## src/rtl/quad_step_decoder.sv

```systemverilog
`timescale 1ns/1ps
// quad_step_decoder
//   Quadrature (A/B) step decoder. Synchronizes the two encoder phases,
//   compares each new sample against the previous one and turns legal
//   Gray-code transitions into a signed up/down position count, a
//   direction bit and a one-cycle step pulse. A sample in which both
//   phases changed is an illegal transition and sets a sticky error flag.
//
//   Up sequence (A leads B):   00 -> 10 -> 11 -> 01 -> 00
//   Down sequence:             00 -> 01 -> 11 -> 10 -> 00
//
// Ports
//   c        clock, all state updates on the rising edge
//   r        asynchronous reset, active-low
//   a_in     encoder phase A (asynchronous to c)
//   b_in     encoder phase B (asynchronous to c)
//   en       count enable; phase tracking continues while low
//   clr      synchronous clear of the position count (wins over a step)
//   err_clr  synchronous clear of err (a new illegal transition wins)
//   q        signed position count, WIDTH bits
//   dir      direction of the last counted step, 1 = up, 0 = down
//   step     registered one-cycle pulse per counted step
//   err      sticky illegal-transition flag
//
// Latency: an edge on a_in/b_in reaches q/step after SYNC_STAGES+1 clocks.

module quad_step_decoder #(
  parameter int WIDTH       = 32,
  parameter int SYNC_STAGES = 2,
  parameter bit WRAP        = 1'b1
) (
  input  logic                    c,
  input  logic                    r,
  input  logic                    a_in,
  input  logic                    b_in,
  input  logic                    en,
  input  logic                    clr,
  input  logic                    err_clr,
  output logic signed [WIDTH-1:0] q,
  output logic                    dir,
  output logic                    step,
  output logic                    err
);

  localparam logic signed [WIDTH-1:0] Q_MAX = {1'b0, {(WIDTH-1){1'b1}}};
  localparam logic signed [WIDTH-1:0] Q_MIN = {1'b1, {(WIDTH-1){1'b0}}};
  localparam logic signed [WIDTH-1:0] Q_ONE = WIDTH'(1);

  // Input synchronizers; bit 0 faces the pin, the top bit is the sample.
  logic [SYNC_STAGES-1:0] a_sync;
  logic [SYNC_STAGES-1:0] b_sync;

  always_ff @(posedge c or negedge r) begin
    if (!r) begin
      a_sync <= '0;
      b_sync <= '0;
    end else begin
      a_sync <= {a_sync[SYNC_STAGES-2:0], a_in};
      b_sync <= {b_sync[SYNC_STAGES-2:0], b_in};
    end
  end

  logic [1:0] s;
  assign s = {a_sync[SYNC_STAGES-1], b_sync[SYNC_STAGES-1]};

  // prev holds the last sample; primed marks that prev is meaningful.
  // The first sample after reset only loads prev and is never counted.
  logic [1:0] prev;
  logic       primed;

  always_ff @(posedge c or negedge r) begin
    if (!r) begin
      prev   <= 2'b00;
      primed <= 1'b0;
    end else begin
      prev   <= s;
      primed <= 1'b1;
    end
  end

  // Transition classification of prev -> s.
  logic is_up;
  logic is_dn;
  logic is_illegal;

  always_comb begin
    is_up = 1'b0;
    is_dn = 1'b0;
    case ({prev, s})
      4'b00_10, 4'b10_11, 4'b11_01, 4'b01_00: is_up = 1'b1;
      4'b00_01, 4'b01_11, 4'b11_10, 4'b10_00: is_dn = 1'b1;
      default: ;
    endcase
  end

  assign is_illegal = primed && ((prev ^ s) == 2'b11);

  logic count_up;
  logic count_dn;
  assign count_up = primed && en && is_up;
  assign count_dn = primed && en && is_dn;

  // Next count: wrap naturally through two's-complement overflow, or
  // clamp at the limits when WRAP is 0. clr overrides any step.
  logic signed [WIDTH-1:0] q_next;

  always_comb begin
    q_next = q;
    if (count_up) begin
      if (!WRAP && (q == Q_MAX)) q_next = q;
      else                       q_next = q + Q_ONE;
    end else if (count_dn) begin
      if (!WRAP && (q == Q_MIN)) q_next = q;
      else                       q_next = q - Q_ONE;
    end
    if (clr) q_next = '0;
  end

  always_ff @(posedge c or negedge r) begin
    if (!r) begin
      q    <= '0;
      dir  <= 1'b0;
      step <= 1'b0;
      err  <= 1'b0;
    end else begin
      q    <= q_next;
      step <= count_up || count_dn;
      // dir follows counted steps only, so it also updates under clr
      // and at the saturation limits.
      if (count_up)      dir <= 1'b1;
      else if (count_dn) dir <= 1'b0;
      // Set has priority over err_clr so a fresh fault is never lost.
      if (is_illegal)    err <= 1'b1;
      else if (err_clr)  err <= 1'b0;
    end
  end

endmodule

```

## config.mk

```make
export PLATFORM = sky130hd
export DESIGN_NAME = quad_step_decoder
export DESIGN_NICKNAME = d
export VERILOG_FILES = /design/src/rtl/quad_step_decoder.sv
export SDC_FILE = /design/constraint.sdc
export NUM_CORES = 1
export LEC_CHECK = 0
export BUFFER_PORTS_ARGS = -buffer_cell sky130_fd_sc_hd__buf_4
export CAP_MARGIN = 10
export CORE_MARGIN = 1
export CORE_UTILIZATION = 50
export DETAILED_ROUTE_END_ITERATION = 10
export MAX_ROUTING_LAYER = met4
export PLACE_DENSITY = 0.74
export SLEW_MARGIN = 30
export SYNTH_ARGS = -nofsm -noshare
export SYNTH_HDL_FRONTEND = slang
export SYNTH_SLANG_ARGS = --single-unit
export TNS_END_PERCENT = 20
```

## constraint.sdc

```tcl
create_clock -name c -period 9.75 [get_ports c]
set_clock_uncertainty 0.1 [all_clocks]
set_input_delay 0.975 -clock c [delete_from_list [all_inputs] [get_ports c]]
set_output_delay 0.975 -clock c [all_outputs]
set_load 0.02 [all_outputs]
```

Yosys cells after proc, flatten, opt, wreduce, memory -nomap -nowiden --
Cells that the tools add are included.
Cells by class: add/sub/neg operators 2, equal/unequal tests 9, bitwise operators 1, mux-type cells 9, reduce and logical (&&, ||, !) cells 10
Operators with widths (number):
- 2-to-1 mux 32 bit | 3
- adder 32 x 2 -> 32 bit (second input constant) | 1
- subtractor 32 x 2 -> 32 bit (second input constant) | 1
- equality test 4 bit (second input constant) | 4
- equality test 4 x 3 -> 1 bit (second input constant) | 2
- OR reduction 4 bit | 2
- 2-to-1 mux 1 bit | 6
- equality test 4 x 1 -> 1 bit (second input constant) | 1
- equality test 4 x 2 -> 1 bit (second input constant) | 1
- logical AND 1 bit | 4
- nonzero test 2 bit | 2
- nonzero test 3 bit | 1
- equality test 2 bit (second input constant) | 1
- bitwise XOR 2 bit | 1
- logical OR 1 bit | 1
Storage, ports and cells: input port bits 7, logic and storage cells 39, output and inout port bits 35, flip-flop bits (word level) 42

Depth between registers and ports, before layout --
Gate-level depths: netlist of run 1.
word-level depth 7, gate-level depth with buffers 14, depth with buffers taken out 13

Worst setup path before layout of run 1 --
OpenSTA, ideal clock, no wires.
path type input to register, from input port en, to register q[31], data arrival time 4098 ps, path buffers 0, required time 9522 ps, library setup time 128 ps, cell stages on the path 13, setup slack 5425 ps, path through nand2_1 -> nor2_1 -> nand2_1 -> ha_1 -> a21o_1 -> nor2b_1 -> a211oi_2 -> a21oi_2 -> or2_1 -> a31oi_1 -> nor4_1 -> a21oi_1 -> mux2_1
Between the ends: cells in the longest elaborated chain, start to end 4, elaborated cells on any way between the ends 6, those cells by class mux (2); reduce/logical (4)
Ends and longest elaborated chain:
- start, declared | line 36 | input logic en,
- logical AND 1 bit * | line 100, 101
- logical AND 1 bit | line 100 | assign count_up = primed && en && is_up;
- 2-to-1 mux 32 bit | line 109 | if (count_up) begin
- 2-to-1 mux 32 bit | line 116 | if (clr) q_next = '0;
- end signal, assigned | line 126 | q <= q_next;
- end, declared | line 39 | output logic signed [WIDTH-1:0] q,
Mark *: on every way between the ends. The rest lies on a longest branch, timed or not. A chain may end at the register's enable or synchronous reset.

Final worst setup path of run 1 --
Same ends and word-level chain as after synthesis.

==> flow_summary.toml, run 1 <==
[clocking]
cts_root_buf = "clkbuf_8"
cts_buffer_depth = 2
cts_made_buffers = 5
clock-sinks = 42
ctsHoldBuffers = 0
post_cts_buffers = 0
h-tree-depth = 2
cts_resized = 0
clk_pin_slew_ps = 90
clk_latency_ps = 300
tritoncts = "built"

[floorplanning]
die_area_um2 = 7035
start_util_pct = 52.19
core_um2 = 6422
num_rows = 29
io_pins = 42
die_w_um = 83.88
die_h_um = 83.88

[logic_synthesis]
avgSynthCellArea_um2 = 8.661
yosysTopAreaCell = "dfrtp_1"
synthesis.area_um2 = 3352
ys_ff_latch = 42
seq_area_frac_synth_pct = 31.35
synth_top_area_share_pct = 31.35
synth_nets = 432
synth_cell_types = 59
dominantRegCellSynth = "dfrtp_1"
synth.area.top_cells = "dfrtp_1 (31%), ha_1 (14%), nand2_1 (8.0%), a21oi_1 (7.3%), xor2_1 (5.2%)"
async_reset_ff_share_pct = 100.0
ys_warn_count = 0
synthCells = 387
synth_edf_count = 0

[finish]
instances_no_fill = 500
n_antenna_cell = 0
regArea_um2 = 1051
fill_cells = 581
synthToLayoutAreaGrowth_pct = 12.69
fin_nets = 467
multiInputGateArea_um2 = 2191
drive_above_1_share_pct = 15.37

[routing]
first_pass_iters = 7
wirelength_um = 7500
viasPerCell = 5.874
drtIter0Drc = 187
drtAntennaViolNets = 0
route.vias.total = 2937
wire_per_inst_um = 15.00
drc = 8

[worst_hold_path]
worstHoldStart = "b_sync[0]"
min_to = "b_sync[1]"
hold_depth = 0
hold_path.class = "flip-flop to flip-flop"

[sta]
tns_ps = 0
slew_headroom_pct = 60.35
setup_violations = 0
rsz0062_at_grt = "no"
hold_violations = 0
finalCritPeriodShare_pct = 39.90
slew_viol_final = 0
fmax_mhz = 257.1
period_needed_ps = 3890
tightest_slew_ps = 593.9

[critical_path]
crit_chain = "buf_4 > nand2_1 > nor2_1 > nand2_1 > buf_4 > ha_1 > a21o_1 > nor2b_1 > a211oi_2 > a21oi_2 > or2_1 > a31oi_1 > nor4_1 > a21oi_1 > mux2_1"
startpoint_type = "primary input"
cp.arrival_ps = 3970
rr_endpoint = "q[31]"
setup.worst_path.end_class = "flip-flop"
crit_slowest_cell = "buf_4"
reg2reg_from = "a_sync[1]"
critPathMaxStageDelay_ps = 410
crit_type = "primary input to flip-flop"
path_max_fanout = 41
rrSetupSlack_ps = 5960
reg2regPathDepth = 14
worstPathRequired_ps = 9830

[grt]
track_usage_pct = 22.69
antenna_found_initial = 0
grt_pass1_vias = 2836
grt-ovfl-total = 0
grt_max_degree = 43
grt_pass1_wl_um = 12940

[power_and_ir_drop]
power.density_nw_per_um2 = 223.4
vdd_drop_max_uv = 110.5
cellLeakagePower_nw = 1.852

[placement]
dp_cells = 492
place_congestion = 0.9241
hpwl_um = 5305
port_buffers = 41

[status]
status = "finished with violations"
failed_checks = "design-rule violations"

[run]
drv_cap = 0
[registers in the layout (all words and copies together) (netlist names)]
name / flops
q: 32
a_sync: 2
b_sync: 2
prev: 2
dir: 1
err: 1
primed: 1
step: 1
[through the flow]
step | hold WS, ps | power, W | instance area (µm²) | worst slack [ps] | util [%]
final | 256.2 | 0.0008439 | 3777 | 5860 | 58.82
after global routing | 264.0 | 0.0009071 | 3777 | 5628 | 58.82
after CTS | 257.6 | 0.0008442 | 3777 | 5874 | 58.82
after detailed placement | 234.7 | 0.0007185 | 3684 | 5566 | 57.35
after global placement | 231.1 | 0.0007105 | 3684 | 5652 | 57.35
after floorplan | 231.2 | 0.0006100 | 3352 | 5425 | -
[how the worst max path moves through the flow]
stage	start	to	slack (ps)
floorplan	en	q[31]	5420
global placement	en	q[31]	5650
detailed placement	en	q[31]	5570
CTS	en	q[31]	5870
global route	en	q[31]	5630
finish	en	q[31]	5860
[cell families after synthesis]
| group | after synthesis | synth area share, % |
|---|---|---|
| compound gates | 122 | 24.11 |
| mux | 2 | 0.6346 |
| other cells | 1 | 0.1119 |
| simple gates | 129 | 17.73 |
| flops | 42 | 31.36 |
| xor+xnor | 32 | 8.361 |
| buf+inv | 21 | 3.285 |
| fa+ha+maj | 38 | 14.41 |
[synth_stat cells (3+ instances only)]
cell / instances
nand2_1: 71
a21oi_1: 49
dfrtp_1: 42
ha_1: 37
xor2_1: 20
a21o_1: 19
nor2_1: 14
o21ai_0: 14
xnor2_1: 12
nand3_1: 10
a211oi_1: 6
a31oi_1: 6
clkbuf_1: 6
nand4_1: 6
a21oi_2: 5
and3_1: 5
inv_1: 5
nor3_1: 5
o211ai_1: 4
buf_1: 3
nor2b_1: 3
[layout by cell type, fill, tap and decap left out, types with 3 or more instances in the layout]
cell type	n
a211oi_1	6
a21o_1	19
a21oi_1	49
a21oi_2	5
a31oi_1	6
and3_1	5
buf_4	43
clkbuf_8	5
dfrtp_1	42
ha_1	37
inv_1	5
nand2_1	71
nand3_1	10
nand4_1	6
nor2_1	14
nor2b_1	3
nor3_1	5
o211ai_1	4
o21ai_0	14
xnor2_1	12
xor2_1	20
[worst max-delay path, delay by kind of cell]
| family | cells | cell delay, ps |
|---|---|---|
| AOI/OAI and AO/OA | 5 | 1040 |
| and+or+nand+nor | 6 | 710 |
| buffers and inverters | 2 | 530 |
| adders and majority gates | 1 | 380 |
| muxes | 1 | 340 |
[power by group]
group | internal [W] | switching (W)
Clock | 0.0000518 | 0.0000692
Sequential | 0.000194 | 0.0000198
Combinational | 0.000222 | 0.000286
Total | 0.000469 | 0.000375
[per-layer routing]
layer | up-vias | part of all wire, % | global-route usage [%]
met4 | 0 | 1.4 | 7.053
met1 | 1408 | 48 | 30.46
met3 | 13 | 2.8 | 3.165
met5 | - | 0 | -
met2 | 51 | 47 | 35.62
li1 | 1465 | - | -
[area by class of cell]
class / instances / area share, %
timing repair buffer: 43 / 8.546
clock inverter: 3 / 0.6625
sequential: 42 / 27.82
inverter: 6 / 0.5962
multi-input combinational: 324 / 58.00
tap: 77 / 2.551
clock buffer: 5 / 1.822
No activity file was read; power rests on OpenSTA's default activity.
==> inputs of run 2 (changes only) <==
--- a/config.mk
+++ b/config.mk
@@ -11,7 +11,7 @@
 export CORE_UTILIZATION = 50
 export DETAILED_ROUTE_END_ITERATION = 10
 export MAX_ROUTING_LAYER = met4
-export PLACE_DENSITY = 0.74
+export PLACE_DENSITY = 0.77
 export SLEW_MARGIN = 30
 export SYNTH_ARGS = -nofsm -noshare
 export SYNTH_HDL_FRONTEND = slang
==> constraint.sdc (replaced) <==
create_clock -name c -period 3.4 [get_ports c]
set_clock_uncertainty 0.1 [all_clocks]
set_input_delay 0.34 -clock c [delete_from_list [all_inputs] [get_ports c]]
set_output_delay 0.34 -clock c [all_outputs]
set_load 0.02 [all_outputs]
==> run 2 against run 1 <==
Effect of this change: the flow still finishes with violations (design-rule violations); via count up 13%; critical path depth is the same; cell area grew 22%; setup slack lost 5800 ps; clock power increased to 4.0 times the previous value; final cell count increased by 7.6%.
==> flow_summary.toml, run 2 (synthesized netlist as in run 1, its figures left out) <==
[floorplanning]
die_area_um2 = 7035
num_rows = 29
start_util_pct = 52.19
io_pins = 42
die_w_um = 83.88
die_h_um = 83.88
core_um2 = 6422

[critical_path]
rrSetupSlack_ps = 70
worstPathRequired_ps = 3540
reg2reg_from = "a_sync[1]"
reg2regPathDepth = 15
cp.arrival_ps = 3480
crit_chain = "xnor2_2 > nor2_4 > nand2_4 > buf_4 > ha_4 > buf_4 > o211ai_1 > nor2_1 > nand3b_1 > a21oi_2 > o311ai_1 > a21oi_1 > a31oi_1 > or4_1 > nand3_1"
rr_endpoint = "q[29]"
startpoint_type = "flip-flop"
critPathMostFrequentCell = "buf_4"
crit_type = "flip-flop to flip-flop"
critPathMaxStageDelay_ps = 420
path_max_fanout = 7
setup.worst_path.end_class = "flip-flop"
crit_slowest_cell = "dfrtp_1"

[finish]
fin_nets = 505
n_antenna_cell = 0
drive_above_1_share_pct = 32.10
regMostFlops = "q"
mostFrequentLayoutCells = "buf_4 (74), nand2_1 (67), a21oi_1 (45)"
largest_reg_flops = 32
synthToLayoutAreaGrowth_pct = 37.81
final_common_cell = "buf_4"
fin_area_um2 = 4619
instances_no_fill = 538

[worst_hold_path]
hold_path.class = "primary input to flip-flop"
worstHoldStart = "b_in"
min_to = "b_sync[0]"
hold_depth = 1

[status]
failed_checks = "design-rule violations"
status = "finished with violations"

[routing]
routed.top_layer = "met4"
wirelength_um = 9689
drtAntennaViolNets = 0
viasPerCell = 6.158
first_pass_iters = 8
drtIter0Drc = 233
route.vias.total = 3313
wl_met3_um = 620
wire_per_inst_um = 18.01
dr_wl_met2_um = 4765
drt-met1-wl_um = 4024
drc = 2

[sta]
setup_violations = 0
tns_ps = 0
period_needed_ps = 3334
slew_headroom_pct = 64.58
tightest_slew_ps = 531.4
timing.hold.ws_ps = 36.64
hold_violations = 0
rsz0062_at_grt = "yes"
slew_viol_final = 0
finalCritPeriodShare_pct = 98.05
fmax_mhz = 300.0

[clocking]
h-tree-depth = 2
clk_pin_slew_ps = 90
clock-sinks = 42
cts_root_buf = "clkbuf_8"
clk_latency_ps = 300
cts_made_buffers = 5
tritoncts = "built"
cts_buffer_depth = 2

[placement]
port_buffers = 41
place_area_um2 = 3856
dp_cells = 513
place_congestion = 0.9374
hpwl_um = 5563

[run]
drv_cap = 0

[power_and_ir_drop]
fin_total_pwr_w = 0.003102
power.density_nw_per_um2 = 671.5
vdd_drop_max_uv = 317.1
cellLeakagePower_nw = 2.123

[grt]
antenna_found_initial = 0
track_usage_pct = 25.21
grt-ovfl-total = 0
grt_max_degree = 43
grt_pass1_wl_um = 14090
grt_pass1_vias = 3061
-- run 2: per-layer routing --
metal	up-vias	GRT usage [%]
met4	0	8.934
li1	1553	-
met2	148	41.06
met3	29	4.154
met1	1583	31.76
met5	-	-
-- run 2: stage by stage --
step / setup WS, ps / util (%)
after global routing: -77.79 / 71.93
after floorplan: 66.95 / -
after detailed placement: -161.0 / 60.04
after CTS: -10.67 / 63.34
final: 66.29 / 71.93
after global placement: 18.34 / 60.04
-- run 2: critical path, delay by kind of cell, from the launching register on --
| family | cells | cell delay [ps] |
|---|---|---|
| flip-flops | 1 | 420 |
| AO/OA/AOI/OAI | 5 | 830 |
| buffers and inverters | 2 | 320 |
| adder cells (fa/ha/maj) | 1 | 300 |
| AND/OR/NAND/NOR | 6 | 1130 |
| XOR/XNOR | 1 | 180 |
-- run 2: layout make-up --
type / instances / area (µm²)
Sequential cell: 42 / 1051
Inverter: 6 / 22.52
Clock buffer: 5 / 68.82
Tap cell: 77 / 96.34
Clock inverter: 3 / 68.82
Fill cell: 461 / 1803
Timing Repair Buffer: 79 / 628.1
Multi-Input combinational cell: 326 / 2684
-- run 2: power by group --
part | total, W | internal, W | switching [W]
Sequential | 0.000632 | 0.000557 | 0.0000749
Clock | 0.000488 | 0.000294 | 0.000193
Combinational | 0.00198 | 0.000958 | 0.00102
Total | 0.00310 | 0.00181 | 0.00129
-- run 2: what timing repair did --
item	CTS	global route
cloned	1	1
endpoints found under the hold margin	42	0
buffers inserted	2	12
hold buffers	1	0
resized for setup	9	57
setup endpoints to repair	5	13
pin swaps	4	19
-- run 2: how the worst max path moves through the flow --
stage | slack [ps] | depth (start not counted) | end | from
2_1_floorplan | 70 | 13 | q[31] | a_sync[1]
3_3_place_gp | 20 | 13 | q[31] | prev[0]
3_5_place_dp | -160 | 12 | q[30] | prev[0]
4_1_cts | -10 | 13 | q[28] | prev[0]
5_1_grt | -80 | 15 | q[29] | prev[0]
6_report | 70 | 15 | q[29] | a_sync[1]
